**src/rtl/oam_dma_ctrl_if.sv**
```systemverilog
// CPU-side bus, DMA memory port and OAM write port of the sprite-DMA sequencer.
// master = the DMA controller, slave = the surrounding CPU/memory/PPU fabric.
interface oam_dma_ctrl_if;
   logic        cpu_ce;
   logic [15:0] cpu_addr;
   logic [7:0]  cpu_wdata;
   logic        cpu_we;
   logic [7:0]  oam_base;
   logic [7:0]  mem_rdata;
   logic        cpu_rdy;
   logic        bus_sel;
   logic [15:0] dma_addr;
   logic        dma_rd;
   logic [7:0]  oam_addr;
   logic [7:0]  oam_wdata;
   logic        oam_we;
   logic        busy;

   modport master (
      input  cpu_ce, cpu_addr, cpu_wdata, cpu_we, oam_base, mem_rdata,
      output cpu_rdy, bus_sel, dma_addr, dma_rd, oam_addr, oam_wdata, oam_we, busy
   );

   modport slave (
      output cpu_ce, cpu_addr, cpu_wdata, cpu_we, oam_base, mem_rdata,
      input  cpu_rdy, bus_sel, dma_addr, dma_rd, oam_addr, oam_wdata, oam_we, busy
   );
endinterface

```
**src/rtl/oam_dma_ctrl.sv**
```systemverilog
// Sprite-DMA sequencer: halts the CPU on a $4014 write, copies one 256-byte
// page into OAM as READ/WRITE cycle pairs, then returns the bus to the CPU.
module oam_dma_ctrl #(
   parameter logic [15:0] DMA_REG_ADDR = 16'h4014
) (
   input logic            CLK,
   input logic            RESET_n,
   oam_dma_ctrl_if.master bus
);
   typedef enum logic [2:0] {IDLE, HALT, ALIGN, READ, WRITE} state_t;

   state_t     r_state;
   state_t     w_next;
   logic       r_odd;
   logic [7:0] r_page;
   logic [7:0] r_idx;
   logic [7:0] r_oam_ptr;
   logic [7:0] r_data;
   logic       w_trigger;
   logic       w_cpu_rdy;
   logic       w_bus_sel;
   logic       w_dma_rd;
   logic       w_oam_we;
   logic       w_busy;

   assign w_trigger = bus.cpu_ce && bus.cpu_we && (bus.cpu_addr == DMA_REG_ADDR);

   always_ff @(posedge CLK or negedge RESET_n) begin
      if (!RESET_n) r_state <= IDLE;
      else          r_state <= w_next;
   end

   always_comb begin
      w_next    = r_state;
      w_cpu_rdy = 1'b0;
      w_bus_sel = 1'b0;
      w_dma_rd  = 1'b0;
      w_oam_we  = 1'b0;
      w_busy    = 1'b1;
      case (r_state)
         IDLE: begin
            w_cpu_rdy = 1'b1;
            w_busy    = 1'b0;
            if (w_trigger) w_next = HALT;
         end
         // ALIGN pads an odd-parity HALT so reads always start on an even cycle
         HALT:  if (bus.cpu_ce) w_next = r_odd ? ALIGN : READ;
         ALIGN: if (bus.cpu_ce) w_next = READ;
         READ: begin
            w_bus_sel = 1'b1;
            w_dma_rd  = 1'b1;
            if (bus.cpu_ce) w_next = WRITE;
         end
         WRITE: begin
            w_bus_sel = 1'b1;
            w_oam_we  = 1'b1;
            if (bus.cpu_ce) w_next = (r_idx == 8'hFF) ? IDLE : READ;
         end
         default: w_next = IDLE;
      endcase
   end

   always_ff @(posedge CLK or negedge RESET_n) begin
      if (!RESET_n) begin
         r_odd     <= 1'b0;
         r_page    <= '0;
         r_idx     <= '0;
         r_oam_ptr <= '0;
         r_data    <= '0;
      end else if (bus.cpu_ce) begin
         r_odd <= ~r_odd;
         case (r_state)
            IDLE: begin
               if (w_trigger) begin
                  r_page    <= bus.cpu_wdata;
                  r_oam_ptr <= bus.oam_base;
                  r_idx     <= '0;
               end
            end
            READ: r_data <= bus.mem_rdata;
            WRITE: begin
               r_oam_ptr <= r_oam_ptr + 8'd1;
               if (r_idx != 8'hFF) r_idx <= r_idx + 8'd1;
            end
            default: ;
         endcase
      end
   end

   assign bus.cpu_rdy   = w_cpu_rdy;
   assign bus.busy      = w_busy;
   assign bus.bus_sel   = w_bus_sel;
   assign bus.dma_rd    = w_dma_rd;
   assign bus.oam_we    = w_oam_we;
   assign bus.dma_addr  = {r_page, r_idx};
   assign bus.oam_addr  = r_oam_ptr;
   assign bus.oam_wdata = r_data;
endmodule

```
**src/flat_wrapper.sv**
```systemverilog
// flat-port wrapper written by rule: the top's interface ports become plain ports
module oam_dma_ctrl_flat 
#(
   parameter logic [15:0] DMA_REG_ADDR = 16'h4014
)
  (CLK, RESET_n, bus_cpu_ce, bus_cpu_addr, bus_cpu_wdata, bus_cpu_we, bus_oam_base, bus_mem_rdata, bus_cpu_rdy, bus_bus_sel, bus_dma_addr, bus_dma_rd, bus_oam_addr, bus_oam_wdata, bus_oam_we, bus_busy);
  oam_dma_ctrl_if bus_i ();
  input logic CLK;
  input logic RESET_n;
  input wire logic [$bits(bus_i.cpu_ce)-1:0] bus_cpu_ce;
  input wire logic [$bits(bus_i.cpu_addr)-1:0] bus_cpu_addr;
  input wire logic [$bits(bus_i.cpu_wdata)-1:0] bus_cpu_wdata;
  input wire logic [$bits(bus_i.cpu_we)-1:0] bus_cpu_we;
  input wire logic [$bits(bus_i.oam_base)-1:0] bus_oam_base;
  input wire logic [$bits(bus_i.mem_rdata)-1:0] bus_mem_rdata;
  output wire logic [$bits(bus_i.cpu_rdy)-1:0] bus_cpu_rdy;
  output wire logic [$bits(bus_i.bus_sel)-1:0] bus_bus_sel;
  output wire logic [$bits(bus_i.dma_addr)-1:0] bus_dma_addr;
  output wire logic [$bits(bus_i.dma_rd)-1:0] bus_dma_rd;
  output wire logic [$bits(bus_i.oam_addr)-1:0] bus_oam_addr;
  output wire logic [$bits(bus_i.oam_wdata)-1:0] bus_oam_wdata;
  output wire logic [$bits(bus_i.oam_we)-1:0] bus_oam_we;
  output wire logic [$bits(bus_i.busy)-1:0] bus_busy;
  assign bus_i.cpu_ce = bus_cpu_ce;
  assign bus_i.cpu_addr = bus_cpu_addr;
  assign bus_i.cpu_wdata = bus_cpu_wdata;
  assign bus_i.cpu_we = bus_cpu_we;
  assign bus_i.oam_base = bus_oam_base;
  assign bus_i.mem_rdata = bus_mem_rdata;
  assign bus_cpu_rdy = bus_i.cpu_rdy;
  assign bus_bus_sel = bus_i.bus_sel;
  assign bus_dma_addr = bus_i.dma_addr;
  assign bus_dma_rd = bus_i.dma_rd;
  assign bus_oam_addr = bus_i.oam_addr;
  assign bus_oam_wdata = bus_i.oam_wdata;
  assign bus_oam_we = bus_i.oam_we;
  assign bus_busy = bus_i.busy;
  oam_dma_ctrl #(.DMA_REG_ADDR(DMA_REG_ADDR)) u_core (.CLK(CLK), .RESET_n(RESET_n), .bus(bus_i));
endmodule
```
**config.mk**
```make
export PLATFORM = sky130hd
export DESIGN_NAME = oam_dma_ctrl_flat
export DESIGN_NICKNAME = d
export VERILOG_FILES = /design/src/rtl/oam_dma_ctrl_if.sv /design/src/rtl/oam_dma_ctrl.sv /design/src/flat_wrapper.sv
export SDC_FILE = /design/constraint.sdc
export NUM_CORES = 1
export LEC_CHECK = 0
export ABC_AREA = 1
export BUFFER_PORTS_ARGS = -buffer_cell sky130_fd_sc_hd__buf_2
export CAP_MARGIN = 20
export CORE_MARGIN = 2
export CORE_UTILIZATION = 48
export DETAILED_ROUTE_END_ITERATION = 6
export MAX_ROUTING_LAYER = met4
export PLACE_DENSITY = 0.86
export SLEW_MARGIN = 40
export SYNTH_ARGS = -nofsm -noshare
export SYNTH_HDL_FRONTEND = slang
export SYNTH_SLANG_ARGS = --single-unit
```
**constraint.sdc**
```tcl
create_clock -name CLK -period 1.6 [get_ports CLK]
set_input_delay 0.08 -clock CLK [delete_from_list [all_inputs] [get_ports CLK]]
set_output_delay 0.08 -clock CLK [all_outputs]
set_load 0.02 [all_outputs]
```
==> implementation parameters, run 1 <==
Parameter                              Value

Outcome
  Run status    complete, no violations

Clocking
  Buffers from clock root to sink, at most    2
  Latest clock arrival within the worst-skew pair    0.29 ns
  Worst-path clk slew    0.08 ns
  Clock net sink count    36
  Clock tree from TritonCTS    built
  Number of CTS-inserted buffers    5
  Root buffer cell    clkbuf_8
  H-tree levels    2

Logic synthesis
  Syn Std Cell Area    2030 sq um
  Count of unique library cells instantiated by Yosys    28
  Share of Yosys cell area claimed by the top area cell type    44.4%
  Most used standard cell by instance count after synthesis    nand2_1
  Synthesis-stage register bit count    36
  Sequential fraction of the synthesis area    44.4%
  Average size of a mapped cell    7.81 sq um
  Ranking of synthesized cells by area    dfrtp_1 44%, nand2_1 15%, nand3_1 5.4%
  Net Count, Synth    306
  Top flip-flop cell by instance count after synthesis    dfrtp_1
  Cell type with the highest aggregate area in the netlist    dfrtp_1
  Yosys warning count    0
  Top post-synthesis cells by count    79 x nand2_1, 36 x dfrtp_1, 29 x nor2_1
  Async S/R FF share, synth    100%
  Mapped Cells    260
  EDFF count, synth    0

Die
  Chip height    69.0 um
  Horizontal die dimension    69.0 um
  Core Area    4030 sq um
  Area of the die    4770 sq um
  Initial core utilization    50.4%
  Number of rows in the core area    23
  Number of top-level pins    81

Detailed routing
  Number of DRC violations after detailed routing    0
  Final wirelength    4800 um
  Number of DRC markers in iteration 0    159
  Mean number of vias per cell    5.06
  Vias after detailed routing    2030
  Number of optimization iterations in the first detailed-route pass    4
  Wire length per cell after detailed routing    12.0 um
  Post-route ant nets    0

Timing
  Worst slew slack as a fraction of its limit    69.9%
  Post-route worst setup slack    0.0866 ns
  RSZ-0062 raised after global routing    true
  Clock skew after layout    0.00667 ns
  Sum of negative setup slack    0 ns
  Final Critical Period    1.51 ns
  Fin Hold WS    0.0170 ns
  Final-report max-slew violation count    0
  Final Hold Vio Count    0
  Least-Margin Pin Slew    0.451 ns
  # setup viols final    0
  Final critical-path share of the clock period    94.6%
  Peak Freq    661 MHz

Power and ir drop
  Switching power summed over all nets    1.54 mW
  P_leak    1.51 nW
  Total chip power    4.06 mW
  Power per Cell Area    1490 nW/um^2
  Internal Pwr Total    2.52 mW
  Portion of total power attributed to sequential cells    34.0%
  Clock network fraction of design power    27.5%
  Net switching fraction of the power    38.0%
  Logic gate share of total power    38.5%
  Peak supply drop    946 uV

Worst setup path
  CP Max Fanout    10
  Data required, critical path    1.52 ns
  Arrival time at the worst endpoint    1.43 ns
  Crit. End Element    output pin
  Crit path kind    flop to output pin
  Critical Path Start Type    flop

Global routing
  GR Overflow Total    0
  Via count of the first global-routing pass    1994
  Global-route wire length before repair    8310 um
  Maximum number of pins on one net before global-route repair    21
  Total global-route track usage    21.5%
  Number of antenna violations at the first check in global routing    0

Placement
  Total cell area at the placement stage    2510 sq um
  Place WS    0.0406 ns
  Post-DP HPWL    3470 um
  # port buffers    80
  Final Wtd Congestion    0.905

Flow run
  Number of max-cap violations    0

Worst hold path
  Tightest Hold Check Type    input pin to flop

Cells and area
  Summed area of non-filler cells in the final layout    2720 sq um
  Number of antenna repair diodes    0
  Number of nets in the finished design    396
  Layout cells sized above 1    35.6%
  Growth of design area from synthesis to finish    34.1%
worst paths after layout:
check | from | end | slack, ns | cells after the start
min in group asynchronous | RESET_n | u_core.r_idx[4]$_DFFE_PN0P_ | 0.26 | 2
hold / removal | bus_cpu_wdata[2] | u_core.r_page[2]$_DFFE_PN0P_ | 0.02 | 3
hold reg to reg | u_core.r_odd$_DFFE_PN0P_ | u_core.r_odd$_DFFE_PN0P_ | 0.48 | 1
max in group asynchronous | RESET_n | u_core.r_idx[0]$_DFFE_PN0P_ | 0.87 | 3
setup reg to reg | u_core.r_idx[0]$_DFFE_PN0P_ | u_core.r_idx[6]$_DFFE_PN0P_ | 0.14 | 7
setup / recovery | u_core.r_state[1]$_DFFE_PN0P_ | bus_oam_we | 0.09 | 4
cell usage in the layout, fill, tap and decap left out, types with 6 or more instances in the layout:
| cell | count |
|---|---|
| dfrtp_1 | 35 |
| nand4_1 | 9 |
| o21ai_1 | 8 |
| buf_2 | 80 |
| mux2_2 | 8 |
| nand2_1 | 77 |
| a21oi_1 | 6 |
| inv_1 | 25 |
| nand2_2 | 6 |
| buf_4 | 6 |
| nor2_1 | 29 |
| nand3_1 | 22 |
what timing repair did:
item,4_1_cts,5_1_grt
setup buffers,0,2
hold endpoints to repair,17,0
resized for setup,0,5
hold buffers,1,0
setup endpoints to repair,0,17
per-stage QoR:
| step | utilization (%) | cells |
|---|---|---|
| floorplan | - | 260 |
| global placement | 62.3 | 389 |
| detailed placement | 62.3 | 389 |
| CTS | 66.5 | 398 |
| global route | 67.6 | 401 |
| finish | 67.6 | 401 |
flip-flops by register name, indices dropped and copies added (netlist names):
signal	flops
u_core.r_odd	1
u_core.r_idx	8
u_core.r_page	8
u_core.r_state	3
u_core.bus.oam_wdata	8
u_core.bus.oam_addr	8
metal layers:
| metal | global-route usage (%) | wire length (um) |
|---|---|---|
| met2 | 34.9 | 2470 |
| met5 | - | 0 |
| met3 | 6.29 | 305 |
| met4 | 8.50 | 44 |
| met1 | 25.0 | 1980 |
kinds of logic (layout without fill, tap and decap cells):
| kind of cell | count (synthesis) | in the layout | share of synthesized area [%] |
|---|---|---|---|
| and+or+nand+nor | 153 | 154 | 34.7 |
| DFF | 36 | 36 | 44.4 |
| buffers and inverters | 33 | 123 | 6.72 |
| AOI/OAI and AO/OA | 26 | 26 | 7.64 |
| muxes | 9 | 9 | 4.93 |
| adders and majority gates | 2 | 2 | 1.23 |
| xor gates and xnor gates | 1 | 1 | 0.431 |
layout make-up:
class / count / area, sq um
fillers: 356 / 1310
multi-input cells: 192 / 1020
flip-flops and latches: 36 / 902
repair buffers: 88 / 475
inverters: 27 / 101
clock inverters: 3 / 90.1
clock buffers: 5 / 68.8
well taps: 50 / 62.6
critical path: stages, from the launching register on:
cell and delay, ns:
dfrtp_1 0.40, inv_1 0.11, nand2_2 0.12, nor2_4 0.28
buf_2 0.23
power groups by stage:
stage	Combinational, mW	Sequential [mW]	Clock (mW)
final	1.56	1.38	1.12
after global routing	1.72	1.43	1.19
after CTS	1.55	1.38	1.14
after detailed placement	1.53	1.39	0
after global placement	1.49	1.38	0
after floorplan	0.798	1.62	0
No activity file was read; power rests on OpenSTA's default activity.
==> inputs of run 2 (changes only) <==
Settings changed: BUFFER_PORTS_ARGS -buffer_cell sky130_fd_sc_hd__buf_2 to -buffer_cell sky130_fd_sc_hd__clkbuf_2.
==> implementation parameters, run 2 (synthesized netlist as in run 1, its figures left out) <==
Parameter                              Value

Cells and area
  Number of nets in the finished design    399 (+0.76%)
  Layout cells sized above 1    35.6% (about the same)
  Number of antenna repair diodes    0 (unchanged)
  Commonest non-fill, non-tap cell in the layout    clkbuf_2
  Layout Utilization    66.2% (-1.4 points)
  Highest-count cells in the layout ignoring fill and taps    80 x clkbuf_2, 77 x nand2_1, 36 x dfrtp_1, 29 x nor2_1, 25 x inv_1
  Fill cells    356 (unchanged)
  Growth of design area from synthesis to finish    31.3%

Global routing
  GR Overflow Total    0 (unchanged)
  Global-route wire length before repair    8000 um (-3.6%)
  Maximum number of pins on one net before global-route repair    37 (+76%)
  Total global-route track usage    20.7% (-0.74 points)
  Via count of the first global-routing pass    1873 (-6.1%)
  Number of antenna violations at the first check in global routing    0 (unchanged)

Detailed routing
  Post-route ant nets    0 (unchanged)
  Number of DRC markers in iteration 0    124 (-22%)
  Vias after detailed routing    1955 (-3.7%)
  Mean number of vias per cell    4.84 (-4.4%)
  Number of optimization iterations in the first detailed-route pass    4 (unchanged)
  Final wirelength    4490 um (-6.5%)
  Number of DRC violations after detailed routing    0 (unchanged)
  Wire length per cell after detailed routing    11.1 um (-7.2%)

Clocking
  Buffers from clock root to sink, at most    2 (unchanged)
  Latest clock arrival within the worst-skew pair    0.28 ns (about the same)
  Number of CTS-inserted buffers    5 (unchanged)
  Worst-path clk slew    0.07 ns (about the same)
  Clock net sink count    36 (unchanged)
  Clock tree from TritonCTS    built
  H-tree levels    2 (unchanged)
  Root buffer cell    clkbuf_8

Die
  Initial core utilization    50.4% (unchanged)
  Number of rows in the core area    23 (unchanged)
  Chip height    69.0 um (unchanged)
  Core Area    4030 sq um (unchanged)
  Horizontal die dimension    69.0 um (unchanged)
  Area of the die    4770 sq um (unchanged)
  Number of top-level pins    81 (unchanged)

Flow run
  Number of max-cap violations    0 (unchanged)

Worst hold path
  Tightest Hold Check Type    input pin to flop

Timing
  Fin Hold WS    0.0141 ns (-0.00288 ns)
  Final Critical Period    1.49 ns (-0.0252 ns)
  Final-report max-slew violation count    0 (unchanged)
  # setup viols final    0 (unchanged)
  Final Hold Vio Count    0 (unchanged)
  RSZ-0062 raised after global routing    true
  Clock skew after layout    0.00784 ns (+0.00117 ns)
  Peak Freq    672 MHz (+1.7%)
  Least-Margin Pin Slew    0.458 ns (+0.00732 ns)
  Final critical-path share of the clock period    93.0% (-1.6 points)
  Worst slew slack as a fraction of its limit    69.5% (-0.49 points)

Worst setup path
  CP Cell Sequence    ha_1 -> nand2_2 -> nor3b_4 -> nand3_4 -> nand3_4 -> nand2_1 -> nand2_1
  Data required, critical path    1.82 ns (+0.30 ns)
  Arrival time at the worst endpoint    1.71 ns (+0.28 ns)
  Cell type of the slowest stage on the worst timing path    dfrtp_1
  Crit. End Element    flop
  Kind of cell adding the most delay to the critical path    simple AND/OR/NAND/NOR gates
  Critical Path Start Type    flop
  Max stage delay on crit path    0.41 ns (about the same)
  Crit path kind    flop to flop
  CP Max Fanout    9 (-1)
  Buf+Inv Stages, Crit Path    0 (-2)

Placement
  # port buffers    80 (unchanged)
  Final Wtd Congestion    0.887 (-1.9%)
  Post-DP HPWL    3350 um (-3.4%)

Power and ir drop
  P_leak    1.49 nW (-1.3%)
  Peak supply drop    879 uV (-7.0%)
  Power per Cell Area    1350 nW/um^2 (-9.6%)

Outcome
  Run status    complete, no violations
## run 2: cell types whose count changed in the layout (fill, tap and decap cells not counted), sizes merged
cell / previous run / this run
bufinv: 3 / 0
dlygate4sd3: 1 / 2
clkinv: 0 / 2
clkbuf: 5 / 86
nand3: 25 / 24
buf: 87 / 10
## run 2: metal layers
metal,wire length (um),share of wire [%],vias to the layer above,track usage (%)
met5,0,0,-,-
met3,271,6.0,2,4.97
met1,1990,44,864,25.8
met4,24,0.53,0,5.23
met2,2200,49,68,34.2
li1,-,-,1021,-
## run 2: where the power goes
group | switching, mW | internal, mW | total [mW]
logic | 0.975 | 0.580 | 1.56
registers | 0.230 | 1.15 | 1.38
clock network | 0.312 | 0.343 | 0.656
## run 2: cell type report
type	count	area (sq um)	share of cell area [%]
multi-input combinational	191	1010	38.0
clock buffer	6	82.6	3.10
sequential	36	901	33.8
inverter	27	101	3.80
tap	50	62.6	2.35
timing repair buffer	92	495	18.6
clock inverter	2	10.0	0.375
## run 2: worst reg2reg max path: stages (launching register included)
cell and delay (ns):
dfrtp_1 0.41, ha_1 0.22, nand2_2 0.10, nor3b_4 0.25, nand3_4 0.17, nand3_4 0.16
nand2_1 0.06, nand2_1 0.06
## run 2: worst paths after layout
path / from / to / slack (ns) / cells past startpoint
setup / recovery: u_core.r_idx[1]$_DFFE_PN0P_ / u_core.r_idx[7]$_DFFE_PN0P_ / 0.11 / 7
hold / removal: bus_cpu_wdata[7] / u_core.r_page[7]$_DFFE_PN0P_ / 0.01 / 3
setup reg to reg: u_core.r_idx[1]$_DFFE_PN0P_ / u_core.r_idx[7]$_DFFE_PN0P_ / 0.11 / 7
hold reg to reg: u_core.r_odd$_DFFE_PN0P_ / u_core.r_odd$_DFFE_PN0P_ / 0.47 / 1
max in group asynchronous: RESET_n / u_core.r_page[4]$_DFFE_PN0P_ / 0.90 / 3
min in group asynchronous: RESET_n / u_core.bus.oam_wdata[7]$_DFFE_PN0P_ / 0.38 / 3
## run 2: repair_timing
| item | CTS | global route |
|---|---|---|
| hold buffers | 2 | 0 |
| endpoints found under the hold margin | 37 | 0 |
| setup endpoints to repair | 0 | 19 |
| buffers inserted | 0 | 3 |
| gates resized for setup | 0 | 4 |
## run 2: through the flow
stage,cells,worst slack [ns],total power [mW],area (sq um),TNS (ns)
floorplan,260,0.0619,2.42,2030,0
global placement,391,0.145,2.89,2510,0
detailed placement,391,0.0566,2.93,2510,0
CTS,401,0.0423,3.61,2620,0
global route,404,-0.0200,3.87,2670,-0.0200
finish,404,0.112,3.60,2670,0
